<file path="src/rtl/gcm_pkg.sv">
// Shared GCM widths, the 128-bit block type and the GHASH controller state encoding.
package gcm_pkg;
   localparam int BLK_W = 128;
   localparam int LEN_W = 64;

   typedef logic [127:0] gcm_blk_t;

   typedef enum logic [2:0] {
      S_IDLE,
      S_ACCEPT,
      S_MULT,
      S_LEN_WAIT,
      S_LEN_MULT,
      S_DONE,
      S_DRAIN
   } ghash_state_e;
endpackage

</file>
<file path="src/rtl/gcm_ghash_ctrl.sv">
// GHASH sequencer: feeds Y^X to the shared GF(2^128) multiplier, strobes the length counter, closes with {len(A),len(C)}.
// Build option GCM_ORDER_CHK_EN drops AAD blocks arriving after ciphertext and raises sticky err_o.
module gcm_ghash_ctrl
   import gcm_pkg::*;
(
   input  logic               clk,
   input  logic               rst_n,
   input  logic               start_i,
   input  logic               abort_i,
   input  logic               blk_vld_i,
   output logic               blk_rdy_o,
   input  logic               blk_is_ct_i,
   input  logic [BLK_W-1:0]   blk_data_i,
   input  logic               fin_i,
   output logic               mult_req_o,
   output logic [BLK_W-1:0]   mult_x_o,
   input  logic               mult_done_i,
   input  logic [BLK_W-1:0]   mult_z_i,
   output logic               ctr_rst_o,
   output logic               ctr_vld_a_o,
   output logic               ctr_vld_c_o,
   input  logic [2*LEN_W-1:0] ctr_len_i,
   output logic [BLK_W-1:0]   tag_o,
   output logic               tag_vld_o,
   input  logic               tag_ack_i,
   output logic               err_o
);

   ghash_state_e r_state;
   gcm_blk_t     r_y;
   gcm_blk_t     r_x;
   gcm_blk_t     r_tag;
   logic         r_req;
   logic         r_tag_vld;
   logic         r_err;
   logic         r_fin_pend;
   logic         r_seen_ct;

   logic w_abort;
   logic w_hs;
   logic w_drop;
   logic w_take;

   // Abort is meaningless in DRAIN: the outstanding product must still be absorbed.
   assign w_abort   = abort_i && (r_state != S_DRAIN);
   assign blk_rdy_o = (r_state == S_ACCEPT) && !abort_i;
   assign w_hs      = blk_vld_i && blk_rdy_o;

`ifdef GCM_ORDER_CHK_EN
   assign w_drop = w_hs && !blk_is_ct_i && r_seen_ct;
`else
   assign w_drop = 1'b0;
`endif
   assign w_take = w_hs && !w_drop;

   assign ctr_rst_o   = w_abort || ((r_state == S_IDLE) && start_i);
   assign ctr_vld_c_o = w_take && blk_is_ct_i;
   assign ctr_vld_a_o = w_take && !blk_is_ct_i;

   assign mult_req_o = r_req;
   assign mult_x_o   = r_x;
   assign tag_o      = r_tag;
   assign tag_vld_o  = r_tag_vld;
   assign err_o      = r_err;

   always_ff @(posedge clk or negedge rst_n) begin
      if (!rst_n) begin
         r_state    <= S_IDLE;
         r_y        <= '0;
         r_x        <= '0;
         r_tag      <= '0;
         r_req      <= 1'b0;
         r_tag_vld  <= 1'b0;
         r_err      <= 1'b0;
         r_fin_pend <= 1'b0;
         r_seen_ct  <= 1'b0;
      end else begin
         r_req <= 1'b0;
         if (w_abort) begin
            r_tag_vld <= 1'b0;
            // A product completing in the abort cycle leaves nothing to drain.
            if (((r_state == S_MULT) || (r_state == S_LEN_MULT)) && !mult_done_i)
               r_state <= S_DRAIN;
            else
               r_state <= S_IDLE;
         end else begin
            case (r_state)
               S_IDLE: begin
                  if (start_i) begin
                     r_y        <= '0;
                     r_seen_ct  <= 1'b0;
                     r_fin_pend <= 1'b0;
                     r_err      <= 1'b0;
                     r_state    <= S_ACCEPT;
                  end
               end
               S_ACCEPT: begin
                  if (w_take) begin
                     r_x        <= r_y ^ blk_data_i;
                     r_req      <= 1'b1;
                     r_seen_ct  <= r_seen_ct | blk_is_ct_i;
                     r_fin_pend <= fin_i;
                     r_state    <= S_MULT;
                  end else begin
                     if (w_drop)
                        r_err <= 1'b1;
                     if (fin_i)
                        r_state <= S_LEN_WAIT;
                  end
               end
               S_MULT: begin
                  if (mult_done_i) begin
                     r_y     <= mult_z_i;
                     r_state <= r_fin_pend ? S_LEN_WAIT : S_ACCEPT;
                  end
               end
               S_LEN_WAIT: begin
                  r_x     <= r_y ^ ctr_len_i;
                  r_req   <= 1'b1;
                  r_state <= S_LEN_MULT;
               end
               S_LEN_MULT: begin
                  if (mult_done_i) begin
                     r_tag     <= mult_z_i;
                     r_tag_vld <= 1'b1;
                     r_state   <= S_DONE;
                  end
               end
               S_DONE: begin
                  if (tag_ack_i) begin
                     r_tag_vld <= 1'b0;
                     r_state   <= S_IDLE;
                  end
               end
               S_DRAIN: begin
                  if (mult_done_i)
                     r_state <= S_IDLE;
               end
               default: r_state <= S_IDLE;
            endcase
         end
      end
   end

endmodule

</file>
<file path="config.mk">
export PLATFORM = sky130hd
export DESIGN_NAME = gcm_ghash_ctrl
export DESIGN_NICKNAME = d
export VERILOG_FILES = /design/src/rtl/gcm_pkg.sv /design/src/rtl/gcm_ghash_ctrl.sv
export SDC_FILE = /design/constraint.sdc
export NUM_CORES = 1
export LEC_CHECK = 0
export ABC_AREA = 1
export CORE_AREA = 2 2 258 260
export DETAILED_ROUTE_END_ITERATION = 16
export DIE_AREA = 0 0 260 262
export PLACE_DENSITY = 0.55
export SETUP_SLACK_MARGIN = 0.4
export SYNTH_ARGS = -nofsm -noshare
export SYNTH_HDL_FRONTEND = slang
export SYNTH_SLANG_ARGS = --single-unit
export TNS_END_PERCENT = 10
</file>
<file path="constraint.sdc">
create_clock -name clk -period 2.1 [get_ports clk]
set_clock_uncertainty 0.05 [all_clocks]
set_input_delay 0.315 -clock clk [delete_from_list [all_inputs] [get_ports clk]]
set_output_delay 0.315 -clock clk [all_outputs]
set_load 0.01 [all_outputs]
</file>
; ---- Yosys cells after proc, flatten, opt, wreduce, memory -nomap -nowiden
; Index checks and enable logic that the tools add are counted.
[totals]
regBits = 390
out_inout_bits = 263
[classes]
muxes = 26
n_reduce_logical = 23
eq_ne = 16
n_bitwise = 3
[op_table]
columns = operator, count
row1 = $pmux 128 s2, 2
row2 = $mux 128, 3
row3 = $xor 128x128->128, 2
row4 = $mux 3, 9
row5 = $pmux 3 s7, 1
row6 = $ne 3x3->1 const B, 6
row7 = $eq 3x3->1 const B, 3
row8 = $reduce_and 3->1, 3
row9 = $reduce_and 4->1, 2
row10 = $logic_and 1x1->1, 7
row11 = $mux 1, 7
row12 = $eq 3x2->1 const B, 2
row13 = $ne 2x2->1 const B, 3
row14 = $pmux 1 s2, 3
row15 = $reduce_and 6->1, 1
row16 = $reduce_bool 2->1, 3
row17 = $ne 4x4->1 const B, 1
row18 = $eq 3x1->1 const B, 1
row19 = $logic_not 1->1, 3
row20 = $logic_not 3->1, 1
row21 = $reduce_bool 3->1, 1
row22 = $logic_or 1x1->1, 2
row23 = $mux 2, 1
row24 = $not 1->1, 1

; ---- Logic depth before layout (Yosys ltp)
; Gate-level depths: netlist of the first run.
[logic_depth]
word_depth = 6
mapped_depth = 11
ltp_nobuf = 9

; ---- Worst setup path before layout of the first run
; Ideal clock, no wire load.
[synth_path]
kind = register -> register
from = register r_state[1]
to = register r_y[113]
n_path_buf = 3
arrival_time_ps = 1372
setup_time_ps = 96
path_slack_ps = 582
stages_incl_launch_ff = 11
path_cell_list = dfrtp_1 > buf_4 > inv_2 > nand2_2 > nor2_2 > nand2_2 > nand3_2 > buf_2 > buf_2 > nand2_1 > o31ai_1
[synth_via]
elab_chain_len = 4
word_cells_on_any_way = 10
classes_between = eq/ne: 4 / mux: 1 / bitwise: 1 / reduce/logical: 4
[synth_rtl]
columns = element, line
row1 = from (decl), gcm_ghash_ctrl.sv:29  ; ghash_state_e r_state;
row2 = from (signal assigned), gcm_ghash_ctrl.sv:114  ; r_state <= r_fin_pend ? S_LEN_WAIT : S_ACCEPT;
row3 = branches (longest 4 deep; another with $reduce_and 4->1), n/a
row4 = to (signal assigned), gcm_ghash_ctrl.sv:113  ; r_y <= mult_z_i;
row5 = to (decl), gcm_ghash_ctrl.sv:30  ; gcm_blk_t r_y;
; Several ways; the timed one is not identified.
; A chain may end at the register's enable or synchronous reset.

; ---- Worst setup path after layout of the first run
[layout_path]
from = register r_state[1]
to = output ctr_rst_o
[layout_via]
elab_chain_len = 3
word_cells_on_any_way = 5
classes_between = eq/ne: 1 / reduce/logical: 4
[layout_rtl]
columns = element, line
row1 = $ne 3x3->1 / $logic_not 3->1 (equally long branches), "gcm_ghash_ctrl.sv:45, gcm_ghash_ctrl.sv:56"
row2 = "$logic_and 1x1->1, on equally long branches", "gcm_ghash_ctrl.sv:45, gcm_ghash_ctrl.sv:56"
row3 = $logic_or 1x1->1 (*), gcm_ghash_ctrl.sv:56  ; assign ctr_rst_o = w_abort || ((r_state == S_IDLE) && start_i);
row4 = to (decl), gcm_ghash_ctrl.sv:19  ; output logic ctr_rst_o,
; Mark *: on every way between the ends. The rest lies on a longest branch, timed or not.

==> flow_metrics.py, run 1 <==
metrics = {
    "placed_design": {
        "gp_congestion": 0.8791,
        "hpwl_um": 54790,
        "postPlaceCellArea_um2": 26930,
        "io_buffers": 654,
        "dp_cells": 3739,
    },
    "sta": {
        "hold_viol": 0,
        "finalMaxSlewViolations": 0,
        "setup-violations-final": 0,
        "slew-limit-headroom": 0.6497,
        "rsz0062_at_grt": "true",
        "worst_pin_slew_ps": 525.4,
        "fin_crit_sh": 0.9713,
        "whs_ps": 183.5,
        "max_freq_mhz": 490.3,
        "post-route-min-period_ps": 2040,
    },
    "floorplanning": {
        "coreArea_um2": 65280,
        "die-width_um": 260,
        "io_pins": 656,
        "fp-row-count": 94,
        "die_h_um": 262,
        "initial_core_util": 0.2942,
        "die_area_um2": 68120,
    },
    "power_and_ir_drop": {
        "power.static_leakage_nw": 15.66,
        "p_per_area_nw_per_um2": 1342,
        "seqPwrFrac": 0.326,
        "p_comb_frac": 0.467,
        "ir_drop_v": 0.0006731,
        "pwr-share-clk": 0.207,
        "swShare": 0.3847,
        "p_sw_mw": 15.62,
        "p_total_mw": 40.59,
        "intPower_mw": 24.98,
    },
    "layout": {
        "syn_to_final_growth_pct": 57.45,
        "design_area_um2": 30240,
        "fin_util": 0.4633,
        "final_layout_size_suffix_gt1_frac": 0.1370,
        "seqCellArea_um2": 9764,
        "final_nets": 3361,
        "instances_no_fill": 3875,
        "fillCellCount": 6204,
        "multi_input_area_um2": 8472,
    },
    "global_routing": {
        "grt_pass1_wl_um": 111000,
        "grt_max_degree": 90,
        "track_usage": 0.2127,
        "grt_pass1_vias": 17900,
        "grt-ovfl-total": 0,
        "antenna_found_initial": 12,
    },
    "logic_synthesis": {
        "synth-seq-cells": 390,
        "synth_nets": 2671,
        "avgSynthCellArea_um2": 8.431,
        "synth_area_leaders": "dfrtp_1 (51%), nand2_1 (18%), nand3_1 (6.5%)",
        "synth_most_common_cell": "nand2_1",
        "yosys_warnings": 0,
        "synth_ff_type": "dfrtp_1",
        "syn-cell-area_um2": 19210,
        "synth_top_area_share": 0.5081,
        "yosysTopAreaCell": "dfrtp_1",
        "synth-async-reset-ratio": 1.000,
        "netlist_top_cells_count": "nand2_1 (918), dfrtp_1 (390), nand3_1 (249)",
        "yosysUniqueCellTypes": 28,
        "synth_edf_count": 0,
        "netlist_instances": 2278,
        "seq_area_frac_synth": 0.5081,
    },
    "critical_path": {
        "cp-end-kind": "output pin",
        "crit_arrival_ps": 1670,
        "cp-start-kind": "flop",
        "critPathKind": "flop to output pin",
        "cp.required_ps": 1740,
        "critPathMaxFanout": 4,
    },
    "drt": {
        "drcViolationCount": 0,
        "drt_iter0_markers": 1381,
        "avgRoutedWirePerCell_um": 20.68,
        "viasPerCell": 4.826,
        "wl_um": 80140,
        "dr.pass1.iters": 5,
        "final_antenna_net_count": 0,
        "num_vias": 18700,
    },
    "cts": {
        "cts.sinks": 390,
        "htree_levels": 2,
        "cts.path.max_buffers": 3,
        "cts-root-buf": "clkbuf_16",
        "cts_buffers": 47,
        "clk_latency_ps": 580,
        "clkTransAtPathRegs_ps": 60,
        "cts_tree": "yes",
    },
    "flow_run": {
        "drv_cap": 0,
    },
    "outcome": {
        "status": "complete, no violations",
    },
    "worst_hold_path": {
        "hold_class": "input pin to async pin",
    },
}
## stage by stage
| stage | worst slack, ps | TNS, ps |
|---|---|---|
| finish | 60.32 | 0 |
| detailed placement | -115.2 | -957.1 |
| global route | -15.11 | -15.11 |
| global placement | -89.14 | -397.5 |
| CTS | 45.47 | 0 |
| floorplan | 582.2 | 0 |
## critical path: stages, from the launching register on
cell	delay [ps]
dfrtp_4	520
buf_4	180
nand3_1	130
nand2_2	80
o21ai_2	60
buf_2	150
## layer usage
layer | global-route usage | routed length (um)
met3 | 0.03665 | 4365
met2 | 0.3720 | 40560
met5 | 0 | 13
met4 | 0.07280 | 2626
met1 | 0.2647 | 32570
## cells in the final DEF, fill, tap and decap left out, drive strengths merged, types with 3 or more instances in the layout
master	netlist	final
a21oi	3	3
buf	124	120
bufinv	0	4
clkbuf	19	82
clkdlybuf4s15	0	3
clkdlybuf4s50	0	479
clkinv	0	9
dfrtp	390	390
diode	0	11
dlygate4sd2	0	51
dlymetal6s2s	0	116
inv	144	143
nand2	923	923
nand3	272	272
nand3b	128	128
nor2	13	13
o21ai	131	131
o31ai	128	128
## power by group through the flow
stage	Sequential (mW)	Clock, mW	Combinational, mW
5_1_grt	13.6	8.90	20.5
2_1_floorplan	13.7	0	7.56
4_1_cts	13.0	8.57	17.3
3_3_place_gp	13.0	0	17.2
3_5_place_dp	13.1	0	17.4
6_report	13.2	8.42	19.0
## state kept, by name, indices dropped and copies added, names as in the netlist
| register | count |
|---|---|
| mult_x_o | 128 |
| r_y | 128 |
| tag_o | 128 |
| r_state | 3 |
| mult_req_o | 1 |
| r_fin_pend | 1 |
| tag_vld_o | 1 |
## cells by family after synthesis
kind of cell / share of synthesized area
simple gates: 0.3117
other cells: 0.0001953
flops: 0.5081
compound gates: 0.09700
buf+inv: 0.08293
## path summary, 6_finish.rpt
check | from | end | slack, ps | cells after the start
hold / removal | rst_n | r_y[124] | 180 | 2
setup / recovery | r_state[1] | ctr_rst_o | 60 | 5
setup reg to reg | r_state[1] | r_y[66] | 120 | 11
max in group asynchronous | rst_n | mult_x_o[80] | 1060 | 3
min in group clk | mult_z_i[71] | tag_o[71] | 250 | 3
hold reg to reg | mult_x_o[43] | mult_x_o[43] | 430 | 2
## cell type report
cell class | count | area share
antenna | 11 | 0.0009103
multi-input combinational | 1601 | 0.2802
inverter | 144 | 0.01862
sequential | 390 | 0.3229
tap | 864 | 0.03575
clock buffer | 68 | 0.04589
timing repair buffer | 784 | 0.2902
clock inverter | 13 | 0.005545
## timing repair
item,CTS,global route
endpoints found under the setup margin,584,603
setup buffers,7,14
gates cloned,0,22
resized for setup,85,375
hold buffers,1,0
pin swaps,3,69
endpoints found under the hold margin,390,0
Note: power is estimated with default switching activity, not from simulation.
==> inputs of run 2 (changes only) <==
--- a/config.mk
+++ b/config.mk
@@ -9,6 +9,7 @@
 export CORE_AREA = 2 2 258 260
 export DETAILED_ROUTE_END_ITERATION = 16
 export DIE_AREA = 0 0 260 262
+export GPL_TIMING_DRIVEN = 0
 export PLACE_DENSITY = 0.55
 export SETUP_SLACK_MARGIN = 0.4
 export SYNTH_ARGS = -nofsm -noshare
==> constraint.sdc (replaced) <==
create_clock -name clk -period 2.7 [get_ports clk]
set_clock_uncertainty 0.05 [all_clocks]
set_input_delay 0.405 -clock clk [delete_from_list [all_inputs] [get_ports clk]]
set_output_delay 0.405 -clock clk [all_outputs]
set_load 0.01 [all_outputs]
==> run 2 against run 1 <==
  * Final cell count up 0.90%
  * Die area is the same
  * Register-to-register slack gained 410 ps
  * Count of clock-buffer cells in the layout unchanged
==> flow_metrics.py, run 2 (same netlist as run 1, synthesis figures left out) <==
metrics = {
    "outcome": {
        "status": "complete, no violations",
    },
    "placed_design": {
        "place_ws_ps": 133.5,
        "gp_congestion": 0.9180,
        "postPlaceCellArea_um2": 26920,
        "hpwl_um": 61670,
        "io_buffers": 654,
    },
    "global_routing": {
        "track_usage": 0.2298,
        "grt_pass1_wl_um": 117200,
        "grt_pass1_vias": 18580,
        "antenna_found_initial": 19,
        "grt-ovfl-total": 0,
        "grt_max_degree": 108,
    },
    "drt": {
        "drcViolationCount": 0,
        "viasPerCell": 4.782,
        "wl_um": 80720,
        "avgRoutedWirePerCell_um": 20.64,
        "drt_iter0_markers": 1465,
        "dr.pass1.iters": 5,
        "num_vias": 18700,
        "final_antenna_net_count": 0,
    },
    "sta": {
        "worst_pin_slew_ps": 759.7,
        "fin_ws_ps": 401.1,
        "fin_crit_sh": 0.8514,
        "setup-violations-final": 0,
        "post-route-min-period_ps": 2299,
        "max_freq_mhz": 435.0,
        "hold_viol": 0,
        "finalMaxSlewViolations": 0,
        "rsz0062_at_grt": "true",
        "slew-limit-headroom": 0.4935,
    },
    "critical_path": {
        "path_delay_family": "simple AND/OR/NAND/NOR gates",
        "cp-end-kind": "output pin",
        "critPathKind": "flop to output pin",
        "crit_arrival_ps": 1840,
        "critPathMaxFanout": 6,
        "cp.required_ps": 2250,
        "crit_start": "r_state[2]",
        "cp_cell_sequence": "inv_4 > nand2_2 > nor2_4 > nand3_4 > nor2_1 > clkdlybuf4s15_1",
        "path_buf_inv": 2,
        "cp-start-kind": "flop",
        "max_stage_delay_ps": 450,
        "critical-path-slowest-cell": "dfrtp_2",
        "r2r_start": "r_state[1]",
    },
    "power_and_ir_drop": {
        "p_per_area_nw_per_um2": 1066,
        "ir_drop_v": 0.0006002,
        "power.static_leakage_nw": 13.40,
    },
    "layout": {
        "final_common_cell": "nand2_1",
        "final_layout_size_suffix_gt1_frac": 0.09620,
        "final_cell_mix": "nand2_1 (918), clkdlybuf4s50_1 (649), dfrtp_1 (388)",
        "final_nets": 3382,
        "fillCellCount": 6462,
        "design_area_um2": 28640,
        "syn_to_final_growth_pct": 49.11,
    },
    "cts": {
        "htree_levels": 2,
        "cts.path.max_buffers": 3,
        "clk_latency_ps": 580,
        "cts_tree": "yes",
        "clkTransAtPathRegs_ps": 50,
        "cts_buffers": 49,
        "cts.sinks": 390,
        "cts-root-buf": "clkbuf_16",
    },
    "floorplanning": {
        "die-width_um": 260,
        "initial_core_util": 0.2942,
        "fp-row-count": 94,
        "die_h_um": 262,
        "die_area_um2": 68120,
        "coreArea_um2": 65280,
        "io_pins": 656,
    },
    "worst_hold_path": {
        "min_from": "mult_z_i[0]",
        "hold_class": "input pin to flop",
    },
    "flow_run": {
        "drv_cap": 0,
    },
}
-- run 2: cell types whose count changed in the layout (fill, tap and decap cells not counted), sizes merged --
cell           delta
buf              +10
bufinv            -1
clkbuf            +8
clkdlybuf4s15     -2
clkdlybuf4s50   +170
clkinvlp          +3
diode            +10
dlygate4sd2      -51
dlymetal6s2s    -116
inv               +4
-- run 2: worst paths after layout --
check / slack (ps) / cells after the start / to
worst min-delay path: 350 / 3 / r_y[0]
worst min register to register: 430 / 2 / mult_x_o[14]
worst max register to register: 530 / 7 / r_y[104]
max in group asynchronous: 650 / 4 / mult_x_o[46]
worst max-delay path: 400 / 6 / ctr_vld_c_o
min in group asynchronous: 420 / 2 / tag_o[115]
-- run 2: what timing repair did --
item                       4_1_cts  5_1_grt
pin swaps                        1        0
hold endpoints to repair        88        0
cloned                           0        0
gates resized for setup         14       10
setup endpoints to repair        4       40
buffers inserted                 2        0
hold buffers                     1        0
-- run 2: routing by layer --
layer | vias to the layer above | wire (um) | GRT usage
li1 | 8903 | - | -
met3 | 144 | 4638 | 0.04282
met2 | 609 | 39560 | 0.3802
met4 | 2 | 3254 | 0.1086
met5 | - | 12 | 0
met1 | 9041 | 33260 | 0.2905
-- run 2: layout make-up --
| class | instances | area [um^2] | area share |
|---|---|---|---|
| repair buffers | 660 | 6646 | 0.2321 |
| flip-flops and latches | 390 | 9762 | 0.3409 |
| multi-input cells | 1601 | 7880 | 0.2752 |
| inverters | 144 | 545.5 | 0.01905 |
| well taps | 864 | 1081 | 0.03775 |
| diodes | 21 | 52.55 | 0.001835 |
| clock inverters | 19 | 197.7 | 0.006903 |
| plain buffers | 143 | 1052 | 0.03674 |
| clock buffers | 68 | 1420 | 0.04959 |
-- run 2: metrics by stage --
stage	utilization	hold WS, ps	setup TNS (ps)	total power, mW	instances
6_report	0.4387	346.6	0	30.53	3910
5_1_grt	0.4386	329.5	0	32.46	3907
4_1_cts	0.4378	301.8	0	30.82	3889
3_5_place_dp	0.4124	413.9	0	23.93	3799
3_3_place_gp	0.4111	411.6	-6609770	23.74	3796
2_1_floorplan	-	59.41	0	16.57	2278
-- run 2: worst min-delay path, stage by stage --
cell and delay [ps]:
clkdlybuf4s50_1 390, inv_1 70, o31ai_1 70
-- run 2: where the power goes --
part / leakage [nW] / switching [mW] / internal [mW]
combinational: 7.47 / 7.24 / 6.44
sequential: 5.14 / 1.74 / 8.44
clock: 0.790 / 2.71 / 3.96
==> inputs of run 3 (changes only) <==
--- a/config.mk
+++ b/config.mk
@@ -7,6 +7,7 @@
 export LEC_CHECK = 0
 export ABC_AREA = 1
 export CORE_AREA = 2 2 258 260
+export CTS_BUF_LIST = sky130_fd_sc_hd__clkbuf_4 sky130_fd_sc_hd__clkbuf_8
 export DETAILED_ROUTE_END_ITERATION = 16
 export DIE_AREA = 0 0 260 262
 export GPL_TIMING_DRIVEN = 0
==> run 3 against run 2 <==
  * Count of clock-buffer cells in the layout rose by 55
  * Combinational power barely moved
  * Critical endpoint is now ctr_rst_o
  * Hold slack got worse by 62 ps
  * Sequential power barely moved
==> flow_metrics.py, run 3 (same netlist as run 1, synthesis figures left out) <==
metrics = {
    "worst_hold_path": {
        "hold_class": "input pin to flop",
    },
    "layout": {
        "final_common_cell": "nand2_1",
        "syn_to_final_growth_pct": 48.83,
        "final_layout_size_suffix_gt1_frac": 0.1118,
        "fillCellCount": 6491,
        "seqCellArea_um2": 9762,
        "fin_util": 0.4379,
        "final_cell_mix": "nand2_1 (918), clkdlybuf4s50_1 (649), dfrtp_1 (388)",
        "final_nets": 3410,
        "multi_input_area_um2": 7879,
    },
    "sta": {
        "fin_crit_sh": 0.8395,
        "finalMaxSlewViolations": 0,
        "max_freq_mhz": 441.2,
        "slew-limit-headroom": 0.4840,
        "post-route-min-period_ps": 2267,
        "setup-violations-final": 0,
        "worst_pin_slew_ps": 774.0,
        "rsz0062_at_grt": "true",
        "hold_viol": 0,
        "tns_ps": 0,
    },
    "critical_path": {
        "cpMostUsedCell": "buf_4",
        "crit_arrival_ps": 1810,
        "path_delay_family": "buffers and inverters",
        "critPathMaxFanout": 4,
        "cp.required_ps": 2250,
        "path_buf_inv": 4,
        "cp-start-kind": "flop",
        "critical-path-slowest-cell": "dfrtp_2",
        "cp_cell_sequence": "buf_4 > buf_4 > nor2_4 > inv_1 > o21ai_1 > buf_4",
        "max_stage_delay_ps": 440,
        "cp-end-kind": "output pin",
        "critPathKind": "flop to output pin",
    },
    "cts": {
        "cts_buffers": 75,
        "clk_latency_ps": 650,
        "cts.sinks": 390,
        "cts-root-buf": "clkbuf_8",
        "cts_tree": "yes",
        "clkTransAtPathRegs_ps": 60,
        "htree_levels": 3,
        "cts.path.max_buffers": 3,
    },
    "drt": {
        "drcViolationCount": 0,
        "viasPerCell": 4.793,
        "wl_um": 81340,
        "num_vias": 18910,
        "avgRoutedWirePerCell_um": 20.62,
        "final_antenna_net_count": 0,
        "dr.pass1.iters": 6,
        "drt_iter0_markers": 1424,
    },
    "placed_design": {
        "io_buffers": 654,
        "gp_congestion": 0.9180,
        "hpwl_um": 61670,
    },
    "global_routing": {
        "antenna_found_initial": 13,
        "grt_max_degree": 108,
        "track_usage": 0.2323,
        "grt_pass1_wl_um": 118300,
        "grt-ovfl-total": 0,
        "grt_pass1_vias": 18820,
    },
    "outcome": {
        "status": "complete, no violations",
    },
    "floorplanning": {
        "coreArea_um2": 65280,
        "initial_core_util": 0.2942,
        "die-width_um": 260,
        "die_area_um2": 68120,
        "fp-row-count": 94,
        "io_pins": 656,
        "die_h_um": 262,
    },
    "flow_run": {
        "drv_cap": 0,
    },
    "power_and_ir_drop": {
        "ir_drop_v": 0.0004282,
        "power.static_leakage_nw": 13.45,
        "p_per_area_nw_per_um2": 1056,
    },
}
## run 3: cell type report
| type | instances | share of cell area |
|---|---|---|
| diodes | 14 | 0.001226 |
| plain buffers | 143 | 0.03681 |
| clock buffers | 123 | 0.05331 |
| clock inverters | 4 | 0.001751 |
| inverters | 144 | 0.01908 |
| multi-input cells | 1601 | 0.2756 |
| flip-flops and latches | 390 | 0.3415 |
| well taps | 864 | 0.03782 |
| repair buffers | 662 | 0.2329 |
## run 3: where the power goes
part           switching [mW]  leakage, nW  internal, mW
combinational            7.25         7.48          6.46
sequential               1.73         5.14          8.44
clock                    2.68        0.833          3.62
total                    11.7         13.5          18.5
## run 3: routing by layer
metal	vias up	wire, um	track usage
met5	-	12	0
met4	2	3086	0.09962
met3	157	5157	0.05054
met2	650	39990	0.3873
met1	9147	33100	0.2904
li1	8952	-	-
## run 3: final timing paths
path	startpoint	to	slack, ps	depth (start not counted)
setup / recovery	r_state[2]	ctr_rst_o	430	6
hold / removal	mult_z_i[120]	r_y[120]	280	3
setup reg to reg	r_state[2]	tag_o[101]	530	7
hold reg to reg	mult_x_o[100]	mult_x_o[100]	430	2
max in group asynchronous	rst_n	tag_o[40]	680	4
min in group asynchronous	rst_n	tag_o[109]	370	2
## run 3: timing repair
item,CTS,global route
setup endpoints to repair,4,30
pin swaps,2,0
setup buffers,4,0
hold buffers,1,0
endpoints found under the hold margin,88,0
resized for setup,23,5
## run 3: metrics by stage
stage	hold slack (ps)	instance area [um^2]	instances	worst slack (ps)	power, mW
after global routing	258.2	28580	3943	268.2	32.13
final	285.0	28580	3945	433.4	30.18
after global placement	411.6	26830	3796	-17010	23.74
after CTS	225.9	28550	3931	323.0	30.48
after floorplan	59.41	19210	2278	1168	16.57
after detailed placement	413.9	26920	3799	133.5	23.93
## run 3: worst register-to-register path, delay by kind of cell (launching register included)
family                 cells  cell delay, ps
AO/OA/AOI/OAI              1             160
buffers and inverters      3            1050
flip-flops                 1             440
AND/OR/NAND/NOR            3             310
